==> config.mk <==
export PLATFORM = sky130hd
export DESIGN_NAME = branch_merge_8_flat
export DESIGN_NICKNAME = d
export VERILOG_FILES = /design/src/rtl/branch_merge_8_if.sv /design/src/rtl/branch_merge_8.sv /design/src/flat_wrapper.sv
export SDC_FILE = /design/constraint.sdc
export NUM_CORES = 1
export LEC_CHECK = 0
export CORE_ASPECT_RATIO = 0.5
export CORE_MARGIN = 10
export CORE_UTILIZATION = 47
export CTS_CLUSTER_DIAMETER = 200
export DETAILED_ROUTE_END_ITERATION = 10
export GPL_ROUTABILITY_DRIVEN = 0
export PLACE_DENSITY = 0.7
export SETUP_SLACK_MARGIN = 0.1
export SYNTH_ARGS = -nofsm -noshare
export SYNTH_HDL_FRONTEND = slang
export SYNTH_SLANG_ARGS = --single-unit
==> constraint.sdc <==
create_clock -name i_clock -period 11.2 [get_ports i_clock]
set_input_delay 1.12 -clock i_clock [delete_from_list [all_inputs] [get_ports i_clock]]
set_output_delay 1.12 -clock i_clock [all_outputs]
set_load 0.01 [all_outputs]
==> src/rtl/branch_merge_8_if.sv <==
// Merge-side bus for branch_merge_8: eight unflow-controlled branch inputs,
// one valid/ready merged output plus status.
interface branch_merge_8_if #(
  parameter int unsigned WIDTH = 16
);
  logic [WIDTH-1:0] i_data_0, i_data_1, i_data_2, i_data_3;
  logic [WIDTH-1:0] i_data_4, i_data_5, i_data_6, i_data_7;
  logic             i_valid_0, i_valid_1, i_valid_2, i_valid_3;
  logic             i_valid_4, i_valid_5, i_valid_6, i_valid_7;
  logic [WIDTH-1:0] o_data;
  logic [2:0]       o_branch;
  logic             o_valid;
  logic             i_ready;
  logic [7:0]       o_overflow;
  logic             o_empty;

  modport slave (
    input  i_data_0, i_data_1, i_data_2, i_data_3,
    input  i_data_4, i_data_5, i_data_6, i_data_7,
    input  i_valid_0, i_valid_1, i_valid_2, i_valid_3,
    input  i_valid_4, i_valid_5, i_valid_6, i_valid_7,
    input  i_ready,
    output o_data, o_branch, o_valid, o_overflow, o_empty
  );

  modport master (
    output i_data_0, i_data_1, i_data_2, i_data_3,
    output i_data_4, i_data_5, i_data_6, i_data_7,
    output i_valid_0, i_valid_1, i_valid_2, i_valid_3,
    output i_valid_4, i_valid_5, i_valid_6, i_valid_7,
    output i_ready,
    input  o_data, o_branch, o_valid, o_overflow, o_empty
  );
endinterface

==> src/rtl/branch_merge_8.sv <==
// Buffers eight branch streams in private FIFOs and merges them round-robin into one
// valid/ready stream tagged with the branch index; drops are flagged sticky per branch.
module branch_merge_8 #(
   parameter int unsigned WIDTH = 16,
   parameter int unsigned DEPTH = 4
) (
   input logic          i_clock,
   input logic          i_reset_n,
   branch_merge_8_if.slave bus
);
   localparam int unsigned AW = (DEPTH > 1) ? $clog2(DEPTH) : 1;
   localparam int unsigned CW = $clog2(DEPTH) + 1;

   logic [WIDTH-1:0] mem_q [8][DEPTH];
   logic [AW-1:0]    wr_ptr_q [8], wr_ptr_d [8];
   logic [AW-1:0]    rd_ptr_q [8], rd_ptr_d [8];
   logic [CW-1:0]    cnt_q [8], cnt_d [8];
   logic [WIDTH-1:0] in_data [8];
   logic [7:0]       in_valid;
   logic [7:0]       push, pop;
   logic [2:0]       rr_q, rr_d, sel, idx;
   logic             found, can_load;
   logic [WIDTH-1:0] out_data_q, out_data_d;
   logic [2:0]       out_branch_q, out_branch_d;
   logic             out_valid_q, out_valid_d;
   logic [7:0]       overflow_q, overflow_d;
   logic             empty_q, empty_d;

   assign in_data[0] = bus.i_data_0;
   assign in_data[1] = bus.i_data_1;
   assign in_data[2] = bus.i_data_2;
   assign in_data[3] = bus.i_data_3;
   assign in_data[4] = bus.i_data_4;
   assign in_data[5] = bus.i_data_5;
   assign in_data[6] = bus.i_data_6;
   assign in_data[7] = bus.i_data_7;
   assign in_valid = {bus.i_valid_7, bus.i_valid_6, bus.i_valid_5, bus.i_valid_4,
                      bus.i_valid_3, bus.i_valid_2, bus.i_valid_1, bus.i_valid_0};

   always_comb begin
      can_load     = !out_valid_q || bus.i_ready;
      found        = 1'b0;
      sel          = '0;
      idx          = '0;
      pop          = '0;
      push         = '0;
      out_valid_d  = out_valid_q;
      out_data_d   = out_data_q;
      out_branch_d = out_branch_q;
      rr_d         = rr_q;
      // Scan uses occupancy before this edge's pushes, starting at the rr pointer.
      for (int i = 0; i < 8; i++) begin
         idx = rr_q + 3'(i);
         if (!found && cnt_q[idx] != '0) begin
            found = 1'b1;
            sel   = idx;
         end
      end
      if (can_load) begin
         out_valid_d = found;
         if (found) begin
            pop[sel]     = 1'b1;
            out_data_d   = mem_q[sel][rd_ptr_q[sel]];
            out_branch_d = sel;
            rr_d         = sel + 3'd1;
         end
      end
      for (int k = 0; k < 8; k++) begin
         // A full FIFO still takes a word when it is popped on the same edge.
         push[k]     = in_valid[k] && (cnt_q[k] != CW'(DEPTH) || pop[k]);
         wr_ptr_d[k] = wr_ptr_q[k] + AW'(push[k]);
         rd_ptr_d[k] = rd_ptr_q[k] + AW'(pop[k]);
         cnt_d[k]    = cnt_q[k] + CW'(push[k]) - CW'(pop[k]);
      end
      overflow_d = overflow_q | (in_valid & ~push);
      empty_d    = !out_valid_d;
      for (int k = 0; k < 8; k++) begin
         if (cnt_d[k] != '0) empty_d = 1'b0;
      end
   end

   always_ff @(posedge i_clock) begin
      for (int k = 0; k < 8; k++) begin
         if (push[k]) mem_q[k][wr_ptr_q[k]] <= in_data[k];
      end
   end

   always_ff @(posedge i_clock or negedge i_reset_n) begin
      if (!i_reset_n) begin
         for (int k = 0; k < 8; k++) begin
            wr_ptr_q[k] <= '0;
            rd_ptr_q[k] <= '0;
            cnt_q[k]    <= '0;
         end
         rr_q         <= '0;
         out_data_q   <= '0;
         out_branch_q <= '0;
         out_valid_q  <= 1'b0;
         overflow_q   <= '0;
         empty_q      <= 1'b1;
      end else begin
         for (int k = 0; k < 8; k++) begin
            wr_ptr_q[k] <= wr_ptr_d[k];
            rd_ptr_q[k] <= rd_ptr_d[k];
            cnt_q[k]    <= cnt_d[k];
         end
         rr_q         <= rr_d;
         out_data_q   <= out_data_d;
         out_branch_q <= out_branch_d;
         out_valid_q  <= out_valid_d;
         overflow_q   <= overflow_d;
         empty_q      <= empty_d;
      end
   end

   assign bus.o_data     = out_data_q;
   assign bus.o_branch   = out_branch_q;
   assign bus.o_valid    = out_valid_q;
   assign bus.o_overflow = overflow_q;
   assign bus.o_empty    = empty_q;
endmodule

==> src/flat_wrapper.sv <==
// flat-port wrapper written by rule: the top's interface ports become plain ports
module branch_merge_8_flat 
#(
   parameter int unsigned WIDTH = 16,
   parameter int unsigned DEPTH = 4
)
  (i_clock, i_reset_n, bus_i_data_0, bus_i_data_1, bus_i_data_2, bus_i_data_3, bus_i_data_4, bus_i_data_5, bus_i_data_6, bus_i_data_7, bus_i_valid_0, bus_i_valid_1, bus_i_valid_2, bus_i_valid_3, bus_i_valid_4, bus_i_valid_5, bus_i_valid_6, bus_i_valid_7, bus_i_ready, bus_o_data, bus_o_branch, bus_o_valid, bus_o_overflow, bus_o_empty);
  branch_merge_8_if #(.WIDTH(WIDTH)) bus_i ();
  input logic i_clock;
  input logic i_reset_n;
  input wire logic [$bits(bus_i.i_data_0)-1:0] bus_i_data_0;
  input wire logic [$bits(bus_i.i_data_1)-1:0] bus_i_data_1;
  input wire logic [$bits(bus_i.i_data_2)-1:0] bus_i_data_2;
  input wire logic [$bits(bus_i.i_data_3)-1:0] bus_i_data_3;
  input wire logic [$bits(bus_i.i_data_4)-1:0] bus_i_data_4;
  input wire logic [$bits(bus_i.i_data_5)-1:0] bus_i_data_5;
  input wire logic [$bits(bus_i.i_data_6)-1:0] bus_i_data_6;
  input wire logic [$bits(bus_i.i_data_7)-1:0] bus_i_data_7;
  input wire logic [$bits(bus_i.i_valid_0)-1:0] bus_i_valid_0;
  input wire logic [$bits(bus_i.i_valid_1)-1:0] bus_i_valid_1;
  input wire logic [$bits(bus_i.i_valid_2)-1:0] bus_i_valid_2;
  input wire logic [$bits(bus_i.i_valid_3)-1:0] bus_i_valid_3;
  input wire logic [$bits(bus_i.i_valid_4)-1:0] bus_i_valid_4;
  input wire logic [$bits(bus_i.i_valid_5)-1:0] bus_i_valid_5;
  input wire logic [$bits(bus_i.i_valid_6)-1:0] bus_i_valid_6;
  input wire logic [$bits(bus_i.i_valid_7)-1:0] bus_i_valid_7;
  input wire logic [$bits(bus_i.i_ready)-1:0] bus_i_ready;
  output wire logic [$bits(bus_i.o_data)-1:0] bus_o_data;
  output wire logic [$bits(bus_i.o_branch)-1:0] bus_o_branch;
  output wire logic [$bits(bus_i.o_valid)-1:0] bus_o_valid;
  output wire logic [$bits(bus_i.o_overflow)-1:0] bus_o_overflow;
  output wire logic [$bits(bus_i.o_empty)-1:0] bus_o_empty;
  assign bus_i.i_data_0 = bus_i_data_0;
  assign bus_i.i_data_1 = bus_i_data_1;
  assign bus_i.i_data_2 = bus_i_data_2;
  assign bus_i.i_data_3 = bus_i_data_3;
  assign bus_i.i_data_4 = bus_i_data_4;
  assign bus_i.i_data_5 = bus_i_data_5;
  assign bus_i.i_data_6 = bus_i_data_6;
  assign bus_i.i_data_7 = bus_i_data_7;
  assign bus_i.i_valid_0 = bus_i_valid_0;
  assign bus_i.i_valid_1 = bus_i_valid_1;
  assign bus_i.i_valid_2 = bus_i_valid_2;
  assign bus_i.i_valid_3 = bus_i_valid_3;
  assign bus_i.i_valid_4 = bus_i_valid_4;
  assign bus_i.i_valid_5 = bus_i_valid_5;
  assign bus_i.i_valid_6 = bus_i_valid_6;
  assign bus_i.i_valid_7 = bus_i_valid_7;
  assign bus_i.i_ready = bus_i_ready;
  assign bus_o_data = bus_i.o_data;
  assign bus_o_branch = bus_i.o_branch;
  assign bus_o_valid = bus_i.o_valid;
  assign bus_o_overflow = bus_i.o_overflow;
  assign bus_o_empty = bus_i.o_empty;
  branch_merge_8 #(.WIDTH(WIDTH), .DEPTH(DEPTH)) u_core (.i_clock(i_clock), .i_reset_n(i_reset_n), .bus(bus_i));
endmodule
==> results.yml, run 1 <==
outcome:
  outcome: "finished clean"
global_routing:
  grtUsageMet3_pct: 4.29
  first_global_vias: 15889
  use_met2_pct: 36.4
  grt.met1_usage_pct: 26.9
  grt-busiest-layer: "met2"
  grt_overflow: 0
  grt_first_pass_wirelength_mm: 103
  number_of_antenna_violations_at_the_first_check_in_global_routing: 7
  grt_use_total_pct: 21.2
  grt_start_max_net_pins: 156
synthesis:
  post_synth_edffs: 512
  synth_top_cell_area_share_pct: 60.0
  yosys.cell_types.count: 74
  ys_dominant_reg_cell: "edfxtp_1"
  synth_top_cells_by_area: "edfxtp_1 (60%), dfrtp_1 (8.5%), mux2i_1 (8.4%)"
  postSynthAreaPerCell_um2: 14.4
  yosys_warnings: 0
  postSynthCellCount: 1782
  synth_async_sr_flop_share_pct: 14.7
  syn_area_um2: 25600
  yosysSeqAreaShare_pct: 68.6
  synth_area_leader_cell: "edfxtp_1"
  synth_commonest_cells: "edfxtp_1 (512), nand2_1 (241), mux2i_1 (216)"
  post_synthesis_sequential_element_count: 600
  postSynthNetCount: 1964
  synth.most_common_cell: "edfxtp_1"
worst_setup_path:
  rr_endpoint: "u_core.bus.o_data[9]"
  cp_dominant_cell_by_count: "buf_4"
  setup.worst_path.end: "u_core.bus.o_data[9]"
  path_cells: "buf_4 > clkinv_1 > ha_1 > inv_2 > mux2i_1 > mux4_2 > nand2b_1 > or2_1 > o22a_1 > o21bai_4 > buf_4 > mux4_2 > mux2i_4 > buf_4 > nand3_1 > a32oi_1 > o2111a_1"
  cp_num_buf_inv: 5
  worstPathMaxFanout: 68
  critPathSlowestCell: "a32oi_1"
  cp.depth: 17
  crit-reg2reg-launch: "u_core.rr_q[0]"
  worst-endpoint-arrival_ps: 8510
  worstSetupStartpoint: "u_core.rr_q[0]"
  worst-r2r-setup-slack_ps: 3210
  worst_ep_required_time_ps: 11720
  worstSetupPathType: "flip-flop to flip-flop"
  critPathTopFamily: "compound AO/OA/AOI/OAI gates"
  critical_path.startpoint_type: "flip-flop"
  timing.critical_path.slowest_cell_delay_ps: 1010
  worstSetupEndpointType: "flip-flop"
  number_of_cells_on_the_worst_reg_to_reg_path: 17
timing:
  report.final.hold_viol_count: 0
  hold_ws_ps: 465
  setup_slack_ps: 3210
  max_clock_freq_ghz: 0.125
  finClkSkew_ps: 20.0
  final-max-slew-violation-count: 0
  tightestPinTransition_ps: 1230
  post-route-period-util_pct: 71.3
  setup-tns-final_ps: 0
  finalCriticalPeriod_ps: 7990
  timing.slew.headroom_pct: 18.3
  unrepaired_setup_endpoints_after_global_routing: "false"
  setup_viol_count_final: 0
placed_design:
  detailed_place_hpwl_mm: 45.5
  pre_cts_ws_ps: 3390
  place.port_buffers: 167
finish:
  drive_gt1_share_pct: 9.46
  area_growth_syn_to_layout_pct: 17.1
  area_of_the_multi_input_gates_um2: 7510
  seq_area_um2: 17600
  final_nets: 2127
  nFillCells: 4227
routing:
  initialDrtViolationCount: 1707
  drt_pass1_iterations: 6
  drc: 0
  vias: 16000
  detail_route.wl_per_cell_um: 26.0
  routed_wirelength_mm: 70.2
  detail_route.vias_per_cell: 5.92
  detail-route-antenna-nets: 0
die:
  initial_utilization_pct: 47.6
  core_region_area_um2: 53800
  die_y_um: 185
  die-area_um2: 64800
  rows: 60
  fp.dieW_um: 350
  top_level_ports: 168
pwr:
  static-leakage-power_nw: 11.2
  powerDensity_nw_per_um2: 330
  worst_vdd_ir_uv: 387
clocking:
  postCtsResizedCells: 0
  cts_buffer_depth: 3
  number_of_buffers_created_by_cts: 51
  post_cts_hold_buffer_count: 0
  clock_tree_from_tritoncts: "yes"
  clk_lat_worst_skew_ps: 590
  postCtsSetupBuffers: 0
  cts_clk_pin_slew_worst_paths_ps: 70
  root_buffer: "clkbuf_16"
  cts.htree.levels: 2
  clock_sinks: 600
min_path:
  hold_path.class: "input port to async pin"
flow_run:
  cap_violations: 0
==> layer usage <==
metal	up-vias	part of all wire (%)
li1	7070	-
met2	676	49
met4	2	3.0
met3	111	7.5
met5	-	0.010
met1	8141	40
==> report_power, final <==
group          total, W  switching [W]  internal (W)
Sequential      0.00329       0.000267       0.00302
Clock           0.00190       0.000800       0.00110
Combinational   0.00472        0.00298       0.00174
==> state kept, by name, indices dropped and copies added, names as in the netlist <==
register,flops
u_core.mem_q,512
u_core.cnt_q,24
u_core.bus.o_data,16
u_core.rd_ptr_q,16
u_core.wr_ptr_q,16
u_core.bus.o_overflow,8
u_core.bus.o_branch,3
u_core.rr_q,3
u_core.bus.o_empty,1
u_core.bus.o_valid,1
==> metrics by stage <==
| step | util (%) | total power (W) | cell area (um^2) | std cells |
|---|---|---|---|---|
| floorplan | - | 0.00656 | 25600 | 1782 |
| finish | 55.8 | 0.00991 | 30000 | 2704 |
| global placement | 52.4 | 0.00790 | 28200 | 2605 |
| CTS | 55.7 | 0.00989 | 30000 | 2700 |
| global route | 55.8 | 0.0104 | 30000 | 2703 |
| detailed placement | 52.4 | 0.00799 | 28200 | 2605 |
==> logic make-up (layout without fill, tap and decap cells) <==
logic type / after synthesis / in the layout / synth area share, %
AOI/OAI and AO/OA: 242 / 242 / 6.90
xor gates and xnor gates: 37 / 37 / 1.26
adders and majority gates: 43 / 43 / 2.33
buffers and inverters: 158 / 363 / 2.69
DFF: 600 / 600 / 68.6
muxes: 245 / 245 / 10.1
other: 0 / 4 / 0
and+or+nand+nor: 457 / 457 / 8.09
==> worst min path at each step <==
stage,from,end,slack (ps),cells after the start
floorplan,u_core.rd_ptr_q[11],u_core.rd_ptr_q[11],440,1
global placement,u_core.bus.o_overflow[5],u_core.bus.o_overflow[5],440,1
detailed placement,u_core.bus.o_overflow[5],u_core.bus.o_overflow[5],450,1
global route,u_core.rd_ptr_q[11],u_core.rd_ptr_q[11],470,1
CTS,i_reset_n,u_core.bus.o_data[13],470,1
finish,i_reset_n,u_core.bus.o_branch[2],470,1
==> cell usage in the layout (no fill, tap or decap), drive strengths merged, types with 34 or more instances in the layout <==
cell type,n
o211ai,34
dfrtp,87
edfxtp,512
nand2,241
clkdlybuf4s50,166
inv,56
ha,35
mux2i,217
a21oi,54
nor2,47
o21ai,42
nor3,35
nand3,46
clkbuf,70
buf,44
==> final cells by class <==
type	instances	share of cell area [%]
Antenna cell	4	0.0333
Clock buffer	70	4.90
Clock inverter	25	1.07
Inverter	58	0.725
Multi-Input combinational cell	1024	25.0
Sequential cell	600	58.6
Tap cell	713	2.97
Timing Repair Buffer	210	6.72
(Power assumes the default switching activity.)
==> run 2, diff against run 1 <==
- clock period: 11.2 -> 8.3 ns (I/O delays scaled with it)
==> results.yml, run 2 (synthesis gave the netlist of run 1 again) <==
routing:
  initialDrtViolationCount: 1635
  detail_route.vias_per_cell: 5.93
  detail_route.wl_per_cell_um: 26.0
  vias: 16068
  drc: 0
  detail-route-antenna-nets: 0
  routed_wirelength_mm: 70.5
  drt_pass1_iterations: 5
die:
  initial_utilization_pct: 47.6
  top_level_ports: 168
  rows: 60
  die-area_um2: 64800
  die_y_um: 185
  fp.dieW_um: 350
  core_region_area_um2: 53800
worst_setup_path:
  worst-endpoint-arrival_ps: 7840
  rr_endpoint: "u_core.bus.o_data[7]"
  critical_path.startpoint_type: "flip-flop"
  worstPathMaxFanout: 145
  worst_ep_required_time_ps: 8820
  worstSetupPathType: "flip-flop to flip-flop"
  critPathSlowestCell: "dfrtp_1"
  cp_num_buf_inv: 6
  worstSetupEndpointType: "flip-flop"
  number_of_cells_on_the_worst_reg_to_reg_path: 18
  cp_dominant_cell_by_count: "buf_4"
  critPathTopFamily: "compound AO/OA/AOI/OAI gates"
  path_cells: "clkinv_1 > buf_4 > ha_1 > inv_2 > mux2i_1 > mux4_2 > or3_1 > o32ai_1 > o31ai_1 > a21oi_4 > buf_12 > mux4_2 > mux2i_4 > buf_4 > buf_4 > nand3_1 > a32oi_1 > o2111a_1"
  worst-r2r-setup-slack_ps: 980
  timing.critical_path.slowest_cell_delay_ps: 970
  crit-reg2reg-launch: "u_core.rr_q[0]"
clocking:
  clock_tree_from_tritoncts: "yes"
  root_buffer: "clkbuf_16"
  postCtsResizedCells: 0
  clk_lat_worst_skew_ps: 590
  cts_clk_pin_slew_worst_paths_ps: 70
  cts.htree.levels: 2
  cts_buffer_depth: 3
  post_cts_hold_buffer_count: 0
  number_of_buffers_created_by_cts: 50
  postCtsSetupBuffers: 0
  clock_sinks: 600
timing:
  final-max-slew-violation-count: 0
  tightestPinTransition_ps: 1190
  hold_ws_ps: 117
  finalCriticalPeriod_ps: 7320
  unrepaired_setup_endpoints_after_global_routing: "false"
  report.final.hold_viol_count: 0
  post-route-period-util_pct: 88.2
  setup-tns-final_ps: 0
  setup_viol_count_final: 0
  finClkSkew_ps: 19.4
  max_clock_freq_ghz: 0.137
  timing.slew.headroom_pct: 20.6
finish:
  layoutNonFillerInstCount: 2708
  area_growth_syn_to_layout_pct: 17.1
  final_cell_mix: "edfxtp_1 (512), nand2_1 (241), mux2i_1 (216)"
  drive_gt1_share_pct: 10.1
  insertedDiodeCount: 0
  largest_register_ffs: 512
  final_nets: 2136
  commonest_non_fill_non_tap_cell_in_the_layout: "edfxtp_1"
  final_cell_area_um2: 30000
placed_design:
  place.port_buffers: 167
  placement.cell_area_um2: 28300
  detailed_place_hpwl_mm: 46.2
  placed_cell_count: 2615
pwr:
  static-leakage-power_nw: 11.2
  power_report.internal_total_w: 0.00792
  worst_vdd_ir_uv: 606
  total_power_w: 0.0134
  seqPwrFrac_pct: 33.3
  clock_power_share_pct: 18.7
  combPwrFrac_pct: 48.0
  powerDensity_nw_per_um2: 447
  total_switching_power_w: 0.00551
  power_switching_share_pct: 41.0
global_routing:
  grt_use_total_pct: 21.3
  first_global_vias: 16307
  number_of_antenna_violations_at_the_first_check_in_global_routing: 0
  grt_first_pass_wirelength_mm: 103
  grt_overflow: 0
  grt_start_max_net_pins: 146
flow_run:
  cap_violations: 0
outcome:
  outcome: "finished clean"
min_path:
  hold_path.class: "input port to async pin"
run 2: changes by cell type in the layout (fill, tap and decap cells not counted):
cell,before,now
buf_4,42,52
bufinv_16,8,7
clkbuf_1,9,7
clkbuf_16,53,52
clkbuf_2,0,2
clkbuf_8,8,6
clkinv_1,8,4
clkinv_2,10,12
clkinv_4,0,1
clkinvlp_4,1,3
diode_2,4,0
inv_6,0,1
run 2: cell type report:
cell class / count / area (um^2)
clock buffer: 67 / 1420
clock inverter: 26 / 318
fill: 4211 / 23800
inverter: 58 / 218
multi-input combinational: 1024 / 7510
sequential: 600 / 17600
tap: 713 / 892
timing repair buffer: 220 / 2090
run 2: per-layer routing:
layer / GRT usage, % / wire length, um
met2: 36.9 / 35300
met4: 6.22 / 1880
met1: 27.1 / 28300
met3: 4.23 / 5120
met5: 0 / 0
run 2: per-stage QoR:
stage          worst slack, ps  util (%)
6_report                   982      55.8
3_5_place_dp              1020      52.6
5_1_grt                    579      55.8
3_3_place_gp              1080      52.6
2_1_floorplan             2710         -
4_1_cts                   1020      55.8
run 2: how the worst max path moves through the flow:
stage / from / to / slack [ps] / cells past startpoint
floorplan: u_core.rr_q[0] / u_core.bus.o_empty / 2710 / 25
global placement: u_core.rr_q[0] / u_core.bus.o_data[7] / 1080 / 18
detailed placement: u_core.rr_q[0] / u_core.bus.o_data[7] / 1020 / 18
CTS: u_core.rr_q[0] / u_core.bus.o_data[7] / 1020 / 18
global route: u_core.rr_q[0] / u_core.bus.o_data[7] / 580 / 18
finish: u_core.rr_q[0] / u_core.bus.o_data[7] / 980 / 18
run 2: power by group through the flow:
| stage | Combinational, W | Sequential (W) | Clock, W |
|---|---|---|---|
| floorplan | 0.00445 | 0.00440 | 0 |
| finish | 0.00645 | 0.00447 | 0.00251 |
| global placement | 0.00624 | 0.00451 | 0 |
| global route | 0.00692 | 0.00453 | 0.00266 |
| detailed placement | 0.00635 | 0.00452 | 0 |
| CTS | 0.00638 | 0.00447 | 0.00253 |
run 2: worst reg2reg max path, delay by kind of cell (launching register included):
family	cells	cell delay (ps)
AO/OA/AOI/OAI	5	1840
buffers and inverters	6	1810
multiplexers	4	1520
flip-flops	1	970
adder cells (fa/ha/maj)	1	660
AND/OR/NAND/NOR	2	460
